<file path="src/rtl/fpu_cvt_sched_pkg.sv">
// Shared types and fop codes for the low-cluster FP->int convert scheduler.
package fpu_cvt_sched_pkg;

   localparam int unsigned CVT_LANE_W = 2;
   localparam int unsigned CVT_TAGW   = 14;

   localparam logic [7:0] fop_cvtS   = 8'h40;
   localparam logic [7:0] fop_cvtD   = 8'h41;
   localparam logic [7:0] fop_cvtE   = 8'h42;
   localparam logic [7:0] fop_cvt32S = 8'h43;
   localparam logic [7:0] fop_cvt32D = 8'h44;
   localparam logic [7:0] fop_tblD   = 8'h45;

   typedef struct packed {
      logic                  vld;
      logic                  bad;
      logic [CVT_LANE_W-1:0] lane;
      logic [CVT_TAGW-1:0]   tag;
   } cvt_trk_t;

   function automatic logic fop_is_cvt(input logic [7:0] op);
      logic ok;
      case (op)
         fop_cvtS, fop_cvtD, fop_cvtE, fop_cvt32S, fop_cvt32D, fop_tblD: ok = 1'b1;
         default:                                                        ok = 1'b0;
      endcase
      return ok;
   endfunction

endpackage

</file>
<file path="src/rtl/fpu_cvt_sched_lane_fifo.sv">
// Per-lane request FIFO: DEPTH entries of {op,data,tag}; flush wins over a same-cycle push.
module fpu_cvt_lane_fifo #(
   parameter int unsigned DEPTH = 2,
   parameter int unsigned W     = 90
) (
   input  logic         clk,
   input  logic         rst,
   input  logic         flush,
   input  logic         push,
   input  logic         pop,
   input  logic [W-1:0] din,
   output logic [W-1:0] dout,
   output logic         full,
   output logic         empty
);
   localparam int unsigned AW = $clog2(DEPTH);

   logic [W-1:0]  mem_q [DEPTH];
   logic [W-1:0]  mem_d [DEPTH];
   logic [AW-1:0] wr_q, wr_d, rd_q, rd_d;
   logic [AW:0]   cnt_q, cnt_d;
   logic          do_push, do_pop;

   assign full    = (cnt_q == (AW+1)'(DEPTH));
   assign empty   = (cnt_q == '0);
   assign dout    = mem_q[rd_q];
   assign do_push = push && !full;
   assign do_pop  = pop && !empty;

   always_comb begin
      mem_d = mem_q;
      wr_d  = wr_q;
      rd_d  = rd_q;
      cnt_d = cnt_q;
      if (flush) begin
         wr_d  = '0;
         rd_d  = '0;
         cnt_d = '0;
      end else begin
         if (do_push) begin
            mem_d[wr_q] = din;
            wr_d        = wr_q + AW'(1);
         end
         if (do_pop) rd_d = rd_q + AW'(1);
         case ({do_push, do_pop})
            2'b10:   cnt_d = cnt_q + (AW+1)'(1);
            2'b01:   cnt_d = cnt_q - (AW+1)'(1);
            default: cnt_d = cnt_q;
         endcase
      end
   end

   always_ff @(posedge clk or negedge rst) begin
      if (!rst) begin
         for (int unsigned i = 0; i < DEPTH; i++) mem_q[i] <= '0;
         wr_q  <= '0;
         rd_q  <= '0;
         cnt_q <= '0;
      end else begin
         mem_q <= mem_d;
         wr_q  <= wr_d;
         rd_q  <= rd_d;
         cnt_q <= cnt_d;
      end
   end

endmodule

</file>
<file path="src/rtl/fpu_cvt_sched.sv">
// Shares the FP->int convert pipe between lanes u1/u3/u5: per-lane FIFOs, round-robin
// issue, a latency tracker that freezes with the pipe, and a registered return port.
module fpu_cvt_sched
   import fpu_cvt_sched_pkg::*;
#(
   parameter int unsigned NREQ  = 3,
   parameter int unsigned DEPTH = 2,
   parameter int unsigned LAT   = 2,
   parameter int unsigned TAGW  = CVT_TAGW
) (
   input  logic                 clk,
   input  logic                 rst,
   input  logic                 flush,
   input  logic [NREQ-1:0]      req_vld,
   input  logic [NREQ*8-1:0]    req_op,
   input  logic [NREQ*68-1:0]   req_data,
   input  logic [NREQ*TAGW-1:0] req_tag,
   output logic [NREQ-1:0]      req_rdy,
   input  logic                 stall,
   output logic                 cvt_en,
   output logic [7:0]           cvt_op,
   output logic [67:0]          cvt_A,
   output logic                 cvt_clkEn,
   input  logic [64:0]          cvt_res,
   input  logic                 cvt_alt,
   output logic                 ret_vld,
   output logic [1:0]           ret_lane,
   output logic [TAGW-1:0]      ret_tag,
   output logic [64:0]          ret_res,
   output logic                 ret_alt
);
   localparam int unsigned EW = 8 + 68 + TAGW;

   logic [EW-1:0]         head_e [NREQ];
   logic [NREQ-1:0]       full, empty, push, pop;
   logic [CVT_LANE_W-1:0] rr_q, rr_d, grant;
   logic                  found, issue, legal;
   logic [EW-1:0]         head;
   logic [7:0]            head_op;
   logic [67:0]           head_data;
   logic [TAGW-1:0]       head_tag;
   cvt_trk_t              trk_q [LAT];
   cvt_trk_t              trk_d [LAT];
   cvt_trk_t              trk_last;
   logic                  ret_vld_q, ret_vld_d, ret_alt_q, ret_alt_d;
   logic [1:0]            ret_lane_q, ret_lane_d;
   logic [TAGW-1:0]       ret_tag_q, ret_tag_d;
   logic [64:0]           ret_res_q, ret_res_d;

   for (genvar g = 0; g < NREQ; g++) begin : g_lane
      assign push[g] = req_vld[g] && !full[g];
      assign pop[g]  = issue && (grant == CVT_LANE_W'(g));
      fpu_cvt_lane_fifo #(.DEPTH(DEPTH), .W(EW)) u_fifo (
         .clk  (clk),
         .rst  (rst),
         .flush(flush),
         .push (push[g]),
         .pop  (pop[g]),
         .din  ({req_op[g*8 +: 8], req_data[g*68 +: 68], req_tag[g*TAGW +: TAGW]}),
         .dout (head_e[g]),
         .full (full[g]),
         .empty(empty[g])
      );
   end

   assign req_rdy = ~full;

   always_comb begin
      grant = rr_q;
      found = 1'b0;
      for (int unsigned k = 0; k < NREQ; k++) begin
         int unsigned idx;
         idx = (32'(rr_q) + k) % NREQ;
         if (!found && !empty[idx]) begin
            found = 1'b1;
            grant = CVT_LANE_W'(idx);
         end
      end
   end

   assign issue     = !stall && !flush && found;
   assign head      = head_e[grant];
   assign head_op   = head[EW-1 -: 8];
   assign head_data = head[TAGW +: 68];
   assign head_tag  = head[TAGW-1:0];
   assign legal     = fop_is_cvt(head_op);

   // Illegal ops still pop and occupy a tracker slot, but never reach the pipe.
   assign cvt_en    = issue && legal;
   assign cvt_op    = cvt_en ? head_op : '0;
   assign cvt_A     = cvt_en ? head_data : '0;
   assign cvt_clkEn = !stall;

   always_comb begin
      rr_d = rr_q;
      if (issue) rr_d = (32'(grant) == NREQ - 1) ? '0 : grant + CVT_LANE_W'(1);
   end

   always_comb begin
      trk_d = trk_q;
      if (flush) begin
         for (int unsigned i = 0; i < LAT; i++) trk_d[i].vld = 1'b0;
      end else if (!stall) begin
         for (int unsigned i = LAT - 1; i > 0; i--) trk_d[i] = trk_q[i-1];
         trk_d[0] = '0;
         if (issue) begin
            trk_d[0].vld  = 1'b1;
            trk_d[0].bad  = !legal;
            trk_d[0].lane = grant;
            trk_d[0].tag  = CVT_TAGW'(head_tag);
         end
      end
   end

   assign trk_last = trk_q[LAT-1];

   always_comb begin
      ret_vld_d  = !stall && !flush && trk_last.vld;
      ret_lane_d = ret_lane_q;
      ret_tag_d  = ret_tag_q;
      ret_res_d  = ret_res_q;
      ret_alt_d  = ret_alt_q;
      if (ret_vld_d) begin
         ret_lane_d = trk_last.lane;
         ret_tag_d  = TAGW'(trk_last.tag);
         ret_res_d  = trk_last.bad ? '0 : cvt_res;
         ret_alt_d  = trk_last.bad ? 1'b1 : cvt_alt;
      end
   end

   always_ff @(posedge clk or negedge rst) begin
      if (!rst) begin
         rr_q <= '0;
         for (int unsigned i = 0; i < LAT; i++) trk_q[i] <= '0;
         ret_vld_q  <= 1'b0;
         ret_lane_q <= '0;
         ret_tag_q  <= '0;
         ret_res_q  <= '0;
         ret_alt_q  <= 1'b0;
      end else begin
         rr_q       <= rr_d;
         trk_q      <= trk_d;
         ret_vld_q  <= ret_vld_d;
         ret_lane_q <= ret_lane_d;
         ret_tag_q  <= ret_tag_d;
         ret_res_q  <= ret_res_d;
         ret_alt_q  <= ret_alt_d;
      end
   end

   assign ret_vld  = ret_vld_q;
   assign ret_lane = ret_lane_q;
   assign ret_tag  = ret_tag_q;
   assign ret_res  = ret_res_q;
   assign ret_alt  = ret_alt_q;

endmodule

</file>
<file path="config.mk">
export PLATFORM = sky130hd
export DESIGN_NAME = fpu_cvt_sched
export DESIGN_NICKNAME = d
export VERILOG_FILES = /design/src/rtl/fpu_cvt_sched_pkg.sv /design/src/rtl/fpu_cvt_sched_lane_fifo.sv /design/src/rtl/fpu_cvt_sched.sv
export SDC_FILE = /design/constraint.sdc
export NUM_CORES = 1
export LEC_CHECK = 0
export CORE_MARGIN = 1
export CORE_UTILIZATION = 33
export CTS_CLUSTER_SIZE = 8
export DETAILED_ROUTE_END_ITERATION = 10
export PLACE_DENSITY = 0.62
export SLEW_MARGIN = 20
export SYNTH_ARGS = -nofsm -noshare
export SYNTH_HDL_FRONTEND = slang
export SYNTH_SLANG_ARGS = --single-unit
</file>
<file path="constraint.sdc">
create_clock -name clk -period 5.4 [get_ports clk]
set_clock_uncertainty 0.15 [all_clocks]
set_input_delay 0.54 -clock clk [delete_from_list [all_inputs] [get_ports clk]]
set_output_delay 0.54 -clock clk [all_outputs]
set_load 0.01 [all_outputs]
</file>
### Yosys cells after proc, flatten, opt, wreduce, memory -nomap -nowiden

Cells that the tools add are included.

| cells by class | value |
|---|---|
| add/sub/neg operators | 15 |
| multiplexer cells | 61 |
| bitwise operators | 10 |
| equality and inequality tests | 18 |
| div/mod/pow operators | 3 |
| order comparisons | 13 |
| reduce and logical (&&, ||, !) cells | 51 |

Operators by type and width:

| kind | count |
|---|---|
| two-way mux 90 bit | 14 |
| bitwise mux 180 bit | 3 |
| demux 90 bit (select 1 bit) | 3 |
| binary-select mux 90 bit (select 2 bit) | 1 |
| less-than comparator 32 x 3 -> 1 bit (second input constant) | 3 |
| two-way mux 68 bit | 1 |
| two-way mux 65 bit | 1 |
| modulo 32 x 2 -> 32 bit (second input constant) | 2 |
| == test 8 x 7 -> 1 bit (second input constant) | 6 |
| two-way mux 36 bit | 1 |
| modulo 2 x 2 -> 32 bit (second input constant) | 1 |
| two-way mux 1 bit | 22 |
| logical AND 1 bit | 21 |
| two-way mux 18 bit | 1 |
| == test 2 bit (second input constant) | 7 |
| two-way mux 2 bit | 7 |
| >= comparator 2 bit (second input constant) | 6 |
| zero test 1 bit | 12 |
| NOT 1 -> 2 bit | 6 |
| case mux 2 bit (2 select lines) | 3 |
| nonzero test 2 bit | 6 |
| nonzero test 3 bit | 3 |
| adder 2 x 1 -> 2 bit (second input constant) | 4 |
| == test 2 x 1 -> 1 bit (second input constant) | 4 |
| 15 further kinds | 33 |

| storage, ports and cells | value |
|---|---|
| bits of input ports | 343 |
| word-level logic and storage cells | 200 |
| output and inout bits | 164 |
| register bits after elaboration | 673 |

### Logic depth before layout (Yosys ltp)

Gate-level depths: netlist of run 1.

| depth | value |
|---|---|
| depth in word-level cells | 21 |
| mapped depth | 14 |
| mapped depth without buffers | 10 |

### Modules after synthesis

A second synthesis of run 1 with hierarchy kept.

| second synthesis, totals | value |
|---|---|
| cells, all modules | 2,347 |
| area, all modules | 32,884.0 um^2 |

By module, submodules not included:

| module | times used | area an instance (um^2) | cells an instance | sequential area each (um^2) |
|---|---|---|---|---|
| fpu_cvt_lane_fifo | 3 | 8,365.5 | 503 | 4,604.4 |
| fpu_cvt_sched | 1 | 7,787.5 | 838 | 3,027.9 |

### Worst setup path after synthesis of run 1

OpenSTA, ideal clock, no wires.

| timing | value |
|---|---|
| path kind | reg-to-output |
| start point | reg rr_q[0] |
| end point | out cvt_A[0] |
| data required time | 4,710 ps |
| setup slack | 1,750 ps |
| stages on the path, launching flop included | 13 |
| buffers on the path | 3 |
| data arrival time | 2,960 ps |
| path through | dfrtp_1 > inv_1 > ha_1 > clkbuf_1 > nand2_1 > or4_1 > o221ai_1 > o21bai_2 > a211o_1 > a211o_1 > buf_6 > buf_6 > nor3_2 |

| on the way | value |
|---|---|
| longest elaborated chain between the ends | 19 |
| elaborated cells on any way between the ends | 37 |
| those cells by class | 2 x add/sub; 3 x div; 6 x eq/ne; 17 x mux; 1 x bitwise; 8 x reduce/logical |

RTL lines:

| element | line | text |
|---|---|---|
| from (decl) | fpu_cvt_sched.sv:36 | `logic [CVT_LANE_W-1:0] rr_q, rr_d, grant;` |
| from (signal assigned) | fpu_cvt_sched.sv:141 | `rr_q <= rr_d;` |
| adder 2 x 1 -> 3 bit | fpu_cvt_sched.sv:73 | `idx = (32'(rr_q) + k) % NREQ;` |
| modulo 32 x 2 -> 32 bit | fpu_cvt_sched.sv:73 |  |
| binary-select mux 1 bit (select 2 bit) | fpu_cvt_sched.sv:74 | `if (!found && !empty[idx]) begin` |
| two-way mux 1 bit (not written as such) | fpu_cvt_sched.sv:74 |  |
| zero test 1 bit | fpu_cvt_sched.sv:74 |  |
| logical AND 1 bit | fpu_cvt_sched.sv:74 |  |
| two-way mux 1 bit | fpu_cvt_sched.sv:74 |  |
| zero test 1 bit | fpu_cvt_sched.sv:74 |  |
| (+2 left out) | - |  |
| NOT 2 -> 3 bit (not written as such) | fpu_cvt_sched.sv:82 | `assign head = head_e[grant];` |
| binary-select mux 90 bit (select 2 bit) | fpu_cvt_sched.sv:82 |  |
| two-way mux 90 bit (not written as such) (2 in series) | fpu_cvt_sched.sv:82 |  |
| == test 8 x 7 -> 1 bit | fpu_cvt_sched_pkg.sv:23 | `case (op)` |
| OR reduction 6 bit | fpu_cvt_sched_pkg.sv:23 |  |
| two-way mux 1 bit | fpu_cvt_sched_pkg.sv:23 |  |
| logical AND 1 bit | fpu_cvt_sched.sv:89 | `assign cvt_en = issue && legal;` |
| two-way mux 68 bit (*) | fpu_cvt_sched.sv:91 | `assign cvt_A = cvt_en ? head_data : '0;` |
| to (decl) | fpu_cvt_sched.sv:22 | `output logic [67:0] cvt_A,` |

Every way passes the cells marked *; elsewhere a longest branch is shown, timed or not. The select of a mux whose other input is x is not followed.

### Final worst setup path of run 1

| timing | value |
|---|---|
| start point | reg g_lane[1].u_fifo.cnt_q[0] |
| end point | out cvt_A[25] |

| on the way | value |
|---|---|
| longest elaborated chain between the ends | 18 |
| elaborated cells on any way between the ends | 33 |
| those cells by class | 6 x eq/ne; 17 x mux; 1 x bitwise; 9 x reduce/logical |

RTL lines:

| element | line | text |
|---|---|---|
| from (decl) | fpu_cvt_sched_lane_fifo.sv:21 | `logic [AW:0] cnt_q, cnt_d;` |
| from (signal assigned) | fpu_cvt_sched_lane_fifo.sv:63 | `cnt_q <= cnt_d;` |
| zero test 2 bit (*) | fpu_cvt_sched_lane_fifo.sv:25 | `assign empty = (cnt_q == '0);` |
| binary-select mux 1 bit (select 2 bit) | fpu_cvt_sched.sv:74 |  |
| two-way mux 1 bit (not written as such) | fpu_cvt_sched.sv:74 |  |
| zero test 1 bit | fpu_cvt_sched.sv:74 |  |
| logical AND 1 bit | fpu_cvt_sched.sv:74 |  |
| two-way mux 1 bit | fpu_cvt_sched.sv:74 |  |
| zero test 1 bit | fpu_cvt_sched.sv:74 |  |
| logical AND 1 bit | fpu_cvt_sched.sv:74 |  |
| two-way mux 2 bit | fpu_cvt_sched.sv:74 |  |
| NOT 2 -> 3 bit (not written as such) | fpu_cvt_sched.sv:82 |  |
| binary-select mux 90 bit (select 2 bit) | fpu_cvt_sched.sv:82 |  |
| two-way mux 90 bit (not written as such) (2 in series) | fpu_cvt_sched.sv:82 |  |
| == test 8 x 7 -> 1 bit | fpu_cvt_sched_pkg.sv:23 |  |
| OR reduction 6 bit | fpu_cvt_sched_pkg.sv:23 |  |
| two-way mux 1 bit | fpu_cvt_sched_pkg.sv:23 |  |
| logical AND 1 bit | fpu_cvt_sched.sv:89 |  |
| two-way mux 68 bit (*) | fpu_cvt_sched.sv:91 |  |

Marks and branches as above.

==> results of run 1 <==
==> through the flow <==
step                std cells  util (%)  hold WS (ns)  power, mW  instance area [µm²]
finish                   4146      43.2         0.310       25.2                39800
global route             4144      43.2         0.300       26.8                39700
CTS                      4132      43.1         0.266       25.6                39700
detailed placement       4018      40.3         0.309       20.1                37100
global placement         4018      40.3         0.305       20.0                37100
floorplan                2405         -        0.0944       15.8                30800
==> cells by family (layout without fill, tap and decap cells) <==
| group | count (synthesis) | in the layout | share of synthesized area, % |
|---|---|---|---|
| mux | 810 | 810 | 28.9 |
| flops | 673 | 673 | 54.7 |
| simple gates | 424 | 424 | 7.59 |
| compound gates | 295 | 295 | 5.66 |
| buf+inv | 185 | 669 | 2.65 |
| xor+xnor | 11 | 11 | 0.313 |
| fa+ha+maj | 3 | 3 | 0.114 |
| other cells | 1 | 18 | 0.0122 |
==> synthesized netlist by cell type, types with 2 or more instances <==
master,number
sky130_fd_sc_hd__nand2b_1,70
sky130_fd_sc_hd__or2_1,2
sky130_fd_sc_hd__and3_1,2
sky130_fd_sc_hd__dfrtp_1,673
sky130_fd_sc_hd__nand3b_1,4
sky130_fd_sc_hd__a211oi_1,9
sky130_fd_sc_hd__buf_4,10
sky130_fd_sc_hd__nand2_1,147
sky130_fd_sc_hd__and2_1,3
sky130_fd_sc_hd__mux2_2,641
sky130_fd_sc_hd__nor3_1,5
sky130_fd_sc_hd__nor4b_1,3
sky130_fd_sc_hd__buf_1,4
sky130_fd_sc_hd__or4_1,2
sky130_fd_sc_hd__or4b_2,2
sky130_fd_sc_hd__buf_6,9
sky130_fd_sc_hd__inv_1,6
sky130_fd_sc_hd__o211ai_1,4
sky130_fd_sc_hd__xor2_1,9
sky130_fd_sc_hd__o22ai_1,83
sky130_fd_sc_hd__nor3_2,68
sky130_fd_sc_hd__nor4_1,3
sky130_fd_sc_hd__nand4_1,4
sky130_fd_sc_hd__clkbuf_1,141
sky130_fd_sc_hd__xnor2_1,2
sky130_fd_sc_hd__nand3_1,7
sky130_fd_sc_hd__a211o_1,5
sky130_fd_sc_hd__or3_1,3
sky130_fd_sc_hd__mux2i_1,169
sky130_fd_sc_hd__a22o_1,14
sky130_fd_sc_hd__a21oi_1,77
sky130_fd_sc_hd__nor2b_1,7
sky130_fd_sc_hd__a32o_1,2
sky130_fd_sc_hd__o21ai_0,88
sky130_fd_sc_hd__ha_1,2
sky130_fd_sc_hd__buf_2,14
sky130_fd_sc_hd__nor2_1,88
==> area by class of cell <==
class / instances / area (µm²)
fillers: 8569 / 52300
flip-flops and latches: 673 / 16900
multi-input cells: 1547 / 13200
repair buffers: 549 / 5510
clock buffers: 106 / 2440
well taps: 1243 / 1560
clock inverters: 7 / 101
diodes: 14 / 35.0
inverters: 7 / 26.3
==> worst max-delay path, cell delays in order (launching register included) <==
cell	delay, ns
sky130_fd_sc_hd__dfrtp_1	0.47
sky130_fd_sc_hd__or4_4	0.56
sky130_fd_sc_hd__or2_1	0.28
sky130_fd_sc_hd__a211o_1	0.34
sky130_fd_sc_hd__nand3_1	0.13
sky130_fd_sc_hd__and2_1	0.36
sky130_fd_sc_hd__o311ai_1	0.21
sky130_fd_sc_hd__a211o_4	0.39
sky130_fd_sc_hd__buf_6	0.22
sky130_fd_sc_hd__nor3_2	0.30
sky130_fd_sc_hd__clkdlybuf4s50_1	0.60
==> worst max path at each step <==
stage	from	end	slack [ns]	depth (start not counted)
detailed placement	rr_q[1]	cvt_A[25]	0.68	12
global placement	rr_q[0]	cvt_A[25]	0.76	11
floorplan	rr_q[0]	cvt_A[0]	1.75	12
CTS	rr_q[0]	cvt_A[25]	0.003	11
global route	g_lane[1].u_fifo.cnt_q[0]	cvt_A[25]	0.02	10
finish	g_lane[1].u_fifo.cnt_q[0]	cvt_A[25]	0.18	10
==> metal layers <==
layer  global-route usage, %  part of all wire [%]  up-vias
li1                        -                     -     9501
met1                    23.8                    43    10511
met2                    31.5                    49      471
met3                    4.36                   5.3      167
met4                    6.53                   2.7       26
met5                       0                  0.19        -
==> sequential cells by signal, summed over array words and instances, names as in the netlist, 2 cells and up <==
| register | flops |
|---|---|
| g_lane.u_fifo.cnt_q | 6 |
| g_lane.u_fifo.mem_q | 540 |
| g_lane.u_fifo.rd_q | 3 |
| g_lane.u_fifo.wr_q | 3 |
| ret_lane | 2 |
| ret_res | 65 |
| ret_tag | 14 |
| rr_q | 2 |
| trk_last | 18 |
| trk_q | 18 |
==> where the power goes <==
part           switching (mW)  internal [mW]  total, mW
clock network            2.14           3.14       5.29
registers                1.17           7.25       8.42
logic                    6.50           4.99       11.5
total                    9.81           15.4       25.2
==> what timing repair did <==
action,in CTS,in global routing
endpoints found under the hold margin,96,0
hold buffers,1,0
buffers inserted,0,0
setup endpoints to repair,1,72
resized for setup,3,7
==> metrics.txt, run 1 <==
# TYPE chip_impl_metric gauge
chip_impl_info{name="outcome",value="complete, no violations"} 1
chip_impl_metric{name="grt.total_usage",unit="%"} 18.8
chip_impl_metric{name="hold_violations",unit=""} 0
chip_impl_metric{name="routabilityCongestion",unit=""} 0.788
chip_impl_info{name="hold_path_sink",value="ret_res[64]"} 1
chip_impl_metric{name="finalSetupViolations",unit=""} 0
chip_impl_metric{name="design.core.area",unit="µm²"} 92100
chip_impl_metric{name="max_slew_margin",unit="%"} 33.3
chip_impl_metric{name="final-max-slew-violation-count",unit=""} 0
chip_impl_metric{name="clock_sinks",unit=""} 673
chip_impl_info{name="crit-reg2reg-capture",value="trk_q[31]"} 1
chip_impl_metric{name="remaining_drc_errors",unit=""} 0
chip_impl_metric{name="globalRoute.totalOverflow",unit=""} 0
chip_impl_metric{name="die_w",unit="µm"} 307
chip_impl_metric{name="post_synth_num_cell_types",unit=""} 57
chip_impl_metric{name="min_delay_path_depth",unit=""} 3
chip_impl_info{name="critical_path_class",value="flop to output pin"} 1
chip_impl_metric{name="via_per_inst",unit=""} 4.99
chip_impl_metric{name="crit_required",unit="ns"} 4.71
chip_impl_metric{name="num_io_pins",unit=""} 507
chip_impl_info{name="start_point_of_the_worst_hold_path",value="cvt_res[64]"} 1
chip_impl_metric{name="worst_pin_slew",unit="ns"} 1.00
chip_impl_metric{name="fmax",unit="GHz"} 0.192
chip_impl_metric{name="initial_core_utilization",unit="%"} 33.4
chip_impl_metric{name="syn2layout_area_growth",unit="%"} 29.1
chip_impl_metric{name="row_count",unit=""} 111
chip_impl_info{name="tritoncts",value="built"} 1
chip_impl_metric{name="timing.final.ws_setup",unit="ns"} 0.181
chip_impl_info{name="synthFlopType",value="sky130_fd_sc_hd__dfrtp_1"} 1
chip_impl_info{name="synth_area_leaders",value="sky130_fd_sc_hd__dfrtp_1 (55%), sky130_fd_sc_hd__mux2_2 (23%), sky130_fd_sc_hd__mux2i_1 (5.5%)"} 1
chip_impl_metric{name="leakagePower",unit="nW"} 16.0
chip_impl_metric{name="timing.final.crit_period",unit="ns"} 5.22
chip_impl_metric{name="flip_flop_and_latch_count_after_synthesis",unit=""} 673
chip_impl_metric{name="first_iter_violations",unit=""} 1004
chip_impl_metric{name="fin_tns_setup",unit="ns"} 0
chip_impl_info{name="cp-end-kind",value="output pin"} 1
chip_impl_metric{name="grt_pass1_wl",unit="µm"} 136000
chip_impl_metric{name="wirelength",unit="µm"} 89500
chip_impl_metric{name="clock_insertion_delay_worst_skew",unit="ns"} 0.63
chip_impl_metric{name="grt_antenna_before_repair",unit=""} 28
chip_impl_metric{name="die_h",unit="µm"} 307
chip_impl_metric{name="detail-route-antenna-nets",unit=""} 0
chip_impl_metric{name="cp_data_arrival_time",unit="ns"} 4.53
chip_impl_metric{name="worst-path-max-fanout",unit=""} 40
chip_impl_metric{name="vdd.ir_drop.worst",unit="µV"} 1050
chip_impl_info{name="mostFrequentLayoutCells",value="sky130_fd_sc_hd__dfrtp_1 (670), sky130_fd_sc_hd__mux2_2 (641), sky130_fd_sc_hd__clkdlybuf4s50_1 (501), sky130_fd_sc_hd__mux2i_1 (169), sky130_fd_sc_hd__nand2_1 (145)"} 1
chip_impl_metric{name="power_density",unit="nW/µm²"} 634
chip_impl_info{name="cts.root.buffer_cell",value="sky130_fd_sc_hd__clkbuf_16"} 1
chip_impl_metric{name="vias",unit=""} 20676
chip_impl_metric{name="dp.final_hpwl",unit="µm"} 58500
chip_impl_metric{name="drv_cap",unit=""} 0
chip_impl_metric{name="cts-buffers-inserted",unit=""} 95
chip_impl_info{name="rsz_0062_raised_after_global_routing",value="false"} 1
chip_impl_info{name="r2r_start",value="g_lane[1].u_fifo.cnt_q[0]"} 1
chip_impl_metric{name="cts_max_level",unit=""} 3
chip_impl_metric{name="vias_in_the_first_global_route",unit=""} 21701
chip_impl_metric{name="cts-root-to-sink-buffers",unit=""} 3
chip_impl_info{name="post-synth-top-area-cell",value="sky130_fd_sc_hd__dfrtp_1"} 1
chip_impl_info{name="crit_path_start_kind",value="flop"} 1
chip_impl_metric{name="postSynthAreaPerCell",unit="µm²"} 12.8
chip_impl_metric{name="post_synth_inst_count",unit=""} 2402
chip_impl_metric{name="yosysWarnings",unit=""} 0
chip_impl_metric{name="place_worst_setup_slack",unit="ns"} 0.683
chip_impl_metric{name="mapped_area",unit="µm²"} 30800
chip_impl_metric{name="pre_repair_dr_iteration_count",unit=""} 4
chip_impl_metric{name="route.detailed.wl_per_inst",unit="µm"} 21.6
chip_impl_metric{name="synth-async-reset-ratio",unit="%"} 100
chip_impl_metric{name="net_count_final",unit=""} 3218
chip_impl_metric{name="synth-seq-area-share",unit="%"} 54.7
chip_impl_metric{name="synth_top_area_share",unit="%"} 54.7
chip_impl_metric{name="regToRegSetupSlack",unit="ns"} 1.84
chip_impl_metric{name="reg2regPathDepth",unit=""} 8
chip_impl_metric{name="design.die.area",unit="µm²"} 94500
chip_impl_metric{name="post-route-period-util",unit="%"} 96.7
chip_impl_metric{name="clkTransAtPathRegs",unit="ns"} 0.05
chip_impl_info{name="holdCritPathClass",value="primary input to flop"} 1
chip_impl_metric{name="number_of_enable_flip_flop_cells_after_synthesis",unit=""} 0
chip_impl_metric{name="post_route_cells_drive_above_1_share",unit="%"} 30.6
chip_impl_info{name="final_common_cell",value="sky130_fd_sc_hd__dfrtp_1"} 1
chip_impl_metric{name="buffer_ports.inserted",unit=""} 502
chip_impl_metric{name="grt_start_max_net_pins",unit=""} 117
Power figures use the tool's default switching activity.
==> inputs of run 2 (changes only) <==
--- a/config.mk
+++ b/config.mk
@@ -9,6 +9,7 @@
 export CORE_UTILIZATION = 33
 export CTS_CLUSTER_SIZE = 8
 export DETAILED_ROUTE_END_ITERATION = 10
+export HOLD_SLACK_MARGIN = 0.05
 export PLACE_DENSITY = 0.62
 export SLEW_MARGIN = 20
 export SYNTH_ARGS = -nofsm -noshare
==> results of run 2 <==
The final DEF is identical to that of run 1; final timing and power are the same.
==> inputs of run 3 (changes only) <==
--- a/config.mk
+++ b/config.mk
@@ -6,11 +6,11 @@
 export NUM_CORES = 1
 export LEC_CHECK = 0
 export CORE_MARGIN = 1
-export CORE_UTILIZATION = 33
+export CORE_UTILIZATION = 57
 export CTS_CLUSTER_SIZE = 8
 export DETAILED_ROUTE_END_ITERATION = 10
 export HOLD_SLACK_MARGIN = 0.05
-export PLACE_DENSITY = 0.62
+export PLACE_DENSITY = 0.93
 export SLEW_MARGIN = 20
 export SYNTH_ARGS = -nofsm -noshare
 export SYNTH_HDL_FRONTEND = slang
==> run 3 against run 2 <==
  * Via count rose by 5.3%
  * Critical path type unchanged
  * Cell count fell by 13%
  * Count of clock-buffer cells in the layout fell by 7
  * First-iteration DRC count rose by 24%
  * Largest cell class unchanged
  * Highest routed layer unchanged
  * Critical endpoint is now cvt_A[60]
  * Critical path depth did not move
  * Design area fell by 1.7%
  * Worst setup slack got worse by 0.11 ns
  * Die area fell by 42%
  * Worst hold slack improved by 0.0057 ns
  * Sequential share of layout area rose by 0.71 points
==> metrics.txt, run 3 (same netlist as run 1, synthesis figures left out) <==
# TYPE chip_impl_metric gauge
chip_impl_metric{name="grt.total_usage",unit="%"} 32.4
chip_impl_metric{name="worstPathBufferInverterCount",unit=""} 2
chip_impl_metric{name="vias_in_the_first_global_route",unit=""} 23223
chip_impl_metric{name="crit_required",unit="ns"} 4.71
chip_impl_metric{name="clock_insertion_delay_worst_skew",unit="ns"} 0.63
chip_impl_metric{name="number_of_flip_flops_in_the_largest_register",unit=""} 540
chip_impl_info{name="outcome",value="complete, no violations"} 1
chip_impl_metric{name="instances_no_fill",unit=""} 3601
chip_impl_metric{name="die_h",unit="µm"} 234
chip_impl_metric{name="globalRoute.totalOverflow",unit=""} 0
chip_impl_metric{name="wl_met1",unit="µm"} 33900
chip_impl_info{name="final_common_cell",value="sky130_fd_sc_hd__dfrtp_1"} 1
chip_impl_metric{name="die_w",unit="µm"} 234
chip_impl_metric{name="remaining_drc_errors",unit=""} 0
chip_impl_metric{name="post-route-period-util",unit="%"} 98.7
chip_impl_metric{name="vdd.ir_drop.worst",unit="µV"} 578
chip_impl_metric{name="dp.final_hpwl",unit="µm"} 56200
chip_impl_metric{name="wirelength",unit="µm"} 88900
chip_impl_metric{name="cp_data_arrival_time",unit="ns"} 4.64
chip_impl_info{name="dr.max_layer_used",value="met5"} 1
chip_impl_metric{name="met3WireLength",unit="µm"} 6550
chip_impl_metric{name="syn2layout_area_growth",unit="%"} 27.0
chip_impl_metric{name="design.core.area",unit="µm²"} 53000
chip_impl_metric{name="initial_core_utilization",unit="%"} 58.1
chip_impl_info{name="holdCritPathClass",value="flop to flop"} 1
chip_impl_metric{name="leakagePower",unit="nW"} 16.0
chip_impl_metric{name="placedInstanceArea",unit="µm²"} 36300
chip_impl_metric{name="multi_input_comb_area",unit="µm²"} 13300
chip_impl_info{name="cp_cell_sequence",value="nor2_1 -> nand2_1 -> or4_1 -> o221ai_2 -> o21bai_4 -> a211o_2 -> a211o_4 -> buf_12 -> nor3_2 -> clkdlybuf4s50_1"} 1
chip_impl_metric{name="timing.final.crit_period",unit="ns"} 5.33
chip_impl_metric{name="grt_antenna_before_repair",unit=""} 35
chip_impl_metric{name="worst_pin_slew",unit="ns"} 1.07
chip_impl_metric{name="cts-root-to-sink-buffers",unit=""} 3
chip_impl_metric{name="cts_max_level",unit=""} 3
chip_impl_metric{name="critical-path-max-stage-delay",unit="ns"} 0.60
chip_impl_metric{name="dp.cells",unit=""} 3453
chip_impl_metric{name="pre_repair_dr_iteration_count",unit=""} 5
chip_impl_metric{name="num_io_pins",unit=""} 507
chip_impl_metric{name="row_count",unit=""} 84
chip_impl_metric{name="drv_cap",unit=""} 0
chip_impl_info{name="tritoncts",value="built"} 1
chip_impl_metric{name="cts-buffers-inserted",unit=""} 94
chip_impl_info{name="cp-end-kind",value="output pin"} 1
chip_impl_metric{name="fillers",unit=""} 3195
chip_impl_metric{name="worst-path-max-fanout",unit=""} 11
chip_impl_metric{name="grt_start_max_net_pins",unit=""} 155
chip_impl_info{name="timing.critical_path.slowest_stage_cell",value="sky130_fd_sc_hd__clkdlybuf4s50_1"} 1
chip_impl_metric{name="finalSetupViolations",unit=""} 0
chip_impl_info{name="worst_path_dominant_cell_family",value="compound AO/OA/AOI/OAI gates"} 1
chip_impl_metric{name="clock_sinks",unit=""} 673
chip_impl_metric{name="via_per_inst",unit=""} 6.04
chip_impl_info{name="regMostFlops",value="g_lane.u_fifo.mem_q"} 1
chip_impl_info{name="critical_path_class",value="flop to output pin"} 1
chip_impl_metric{name="max_slew_margin",unit="%"} 28.4
chip_impl_metric{name="power_density",unit="nW/µm²"} 649
chip_impl_metric{name="vias",unit=""} 21765
chip_impl_metric{name="grt_pass1_wl",unit="µm"} 134000
chip_impl_metric{name="storage_element_area",unit="µm²"} 16900
chip_impl_metric{name="detail-route-antenna-nets",unit=""} 0
chip_impl_metric{name="layout.cell_area.non_filler",unit="µm²"} 39100
chip_impl_info{name="cts.root.buffer_cell",value="sky130_fd_sc_hd__clkbuf_16"} 1
chip_impl_metric{name="post_route_cells_drive_above_1_share",unit="%"} 30.7
chip_impl_metric{name="fmax",unit="GHz"} 0.188
chip_impl_metric{name="route.detailed.wl_per_inst",unit="µm"} 24.7
chip_impl_metric{name="met2RoutedLength",unit="µm"} 43500
chip_impl_metric{name="net_count_final",unit=""} 3212
chip_impl_metric{name="worst_hold_slack",unit="ns"} 0.315
chip_impl_metric{name="final-max-slew-violation-count",unit=""} 0
chip_impl_metric{name="first_iter_violations",unit=""} 1247
chip_impl_metric{name="buffer_ports.inserted",unit=""} 502
chip_impl_metric{name="clkTransAtPathRegs",unit="ns"} 0.05
chip_impl_metric{name="design.die.area",unit="µm²"} 54900
chip_impl_metric{name="routabilityCongestion",unit=""} 0.892
chip_impl_metric{name="hold_violations",unit=""} 0
chip_impl_info{name="crit_path_start_kind",value="flop"} 1
chip_impl_info{name="mostFrequentLayoutCells",value="sky130_fd_sc_hd__dfrtp_1 (670), sky130_fd_sc_hd__mux2_2 (641), sky130_fd_sc_hd__clkdlybuf4s50_1 (501), sky130_fd_sc_hd__mux2i_1 (169), sky130_fd_sc_hd__nand2_1 (144)"} 1
==> run 3: cell types whose count changed in the layout (fill, tap and decap cells not counted), sizes merged <==
cell / change
diode: +21
clkbuf: -7
buf: -8
inv: +2
clkinv: -1
a211o: +2
a32o: +1
==> run 3: path summary, 6_finish.rpt <==
check | startpoint | to | slack [ns] | cells after the start
max in group asynchronous | rst | g_lane[0].u_fifo.mem_q[23] | 3.33 | 3
setup / recovery | g_lane[1].u_fifo.cnt_q[0] | cvt_A[60] | 0.07 | 10
hold / removal | trk_last[14] | trk_last[14] | 0.32 | 2
setup reg to reg | g_lane[1].u_fifo.cnt_q[0] | g_lane[2].u_fifo.cnt_q[1] | 1.56 | 9
min in group asynchronous | rst | ret_res[32] | 0.37 | 2
hold reg to reg | trk_last[14] | trk_last[14] | 0.32 | 2
==> run 3: stage by stage <==
step / total power, mW / util (%) / worst slack (ns) / setup TNS [ns]
after global routing: 26.6 / 73.8 / -0.0349 / -0.0737
after floorplan: 15.8 / - / 1.75 / 0
final: 25.4 / 73.8 / 0.0726 / 0
after global placement: 19.1 / 68.6 / 0.673 / 0
after CTS: 25.2 / 73.5 / 0.0342 / 0
after detailed placement: 19.7 / 68.6 / 0.350 / 0
==> run 3: layout make-up <==
type,count,area share (%)
clock buffers,99,6.12
flip-flops and latches,673,43.1
repair buffers,541,14.0
inverters,7,0.0672
clock inverters,8,0.262
diodes,35,0.224
multi-input cells,1550,34.1
well taps,688,2.20
==> run 3: worst min-delay path: stages (launching register included) <==
cell and delay, ns:
sky130_fd_sc_hd__dfrtp_1 0.33, sky130_fd_sc_hd__nand2_1 0.05, sky130_fd_sc_hd__nand2_1 0.05
==> run 3: per-layer routing <==
layer  global-route usage [%]  vias to the layer above
met5                        0                        -
met4                     18.8                       16
met3                     8.49                      295
met2                     53.3                      914
met1                     38.4                    11023
li1                         -                     9517
==> run 3: power by group <==
group / total [mW] / internal (mW) / leakage (nW) / switching [mW]
Combinational: 11.6 / 5.02 / 6.58 / 6.59
Sequential: 8.63 / 7.26 / 8.16 / 1.37
Clock: 5.14 / 3.09 / 1.22 / 2.05
Total: 25.4 / 15.4 / 16.0 / 10.0
==> run 3: repair_timing <==
| item | 4_1_cts | 5_1_grt |
|---|---|---|
| gates cloned | 3 | 0 |
| endpoints found under the setup margin | 73 | 73 |
| setup buffers | 1 | 0 |
| hold endpoints to repair | 88 | 0 |
| hold buffers | 1 | 0 |
| resized for setup | 11 | 9 |
| pin swaps | 2 | 1 |
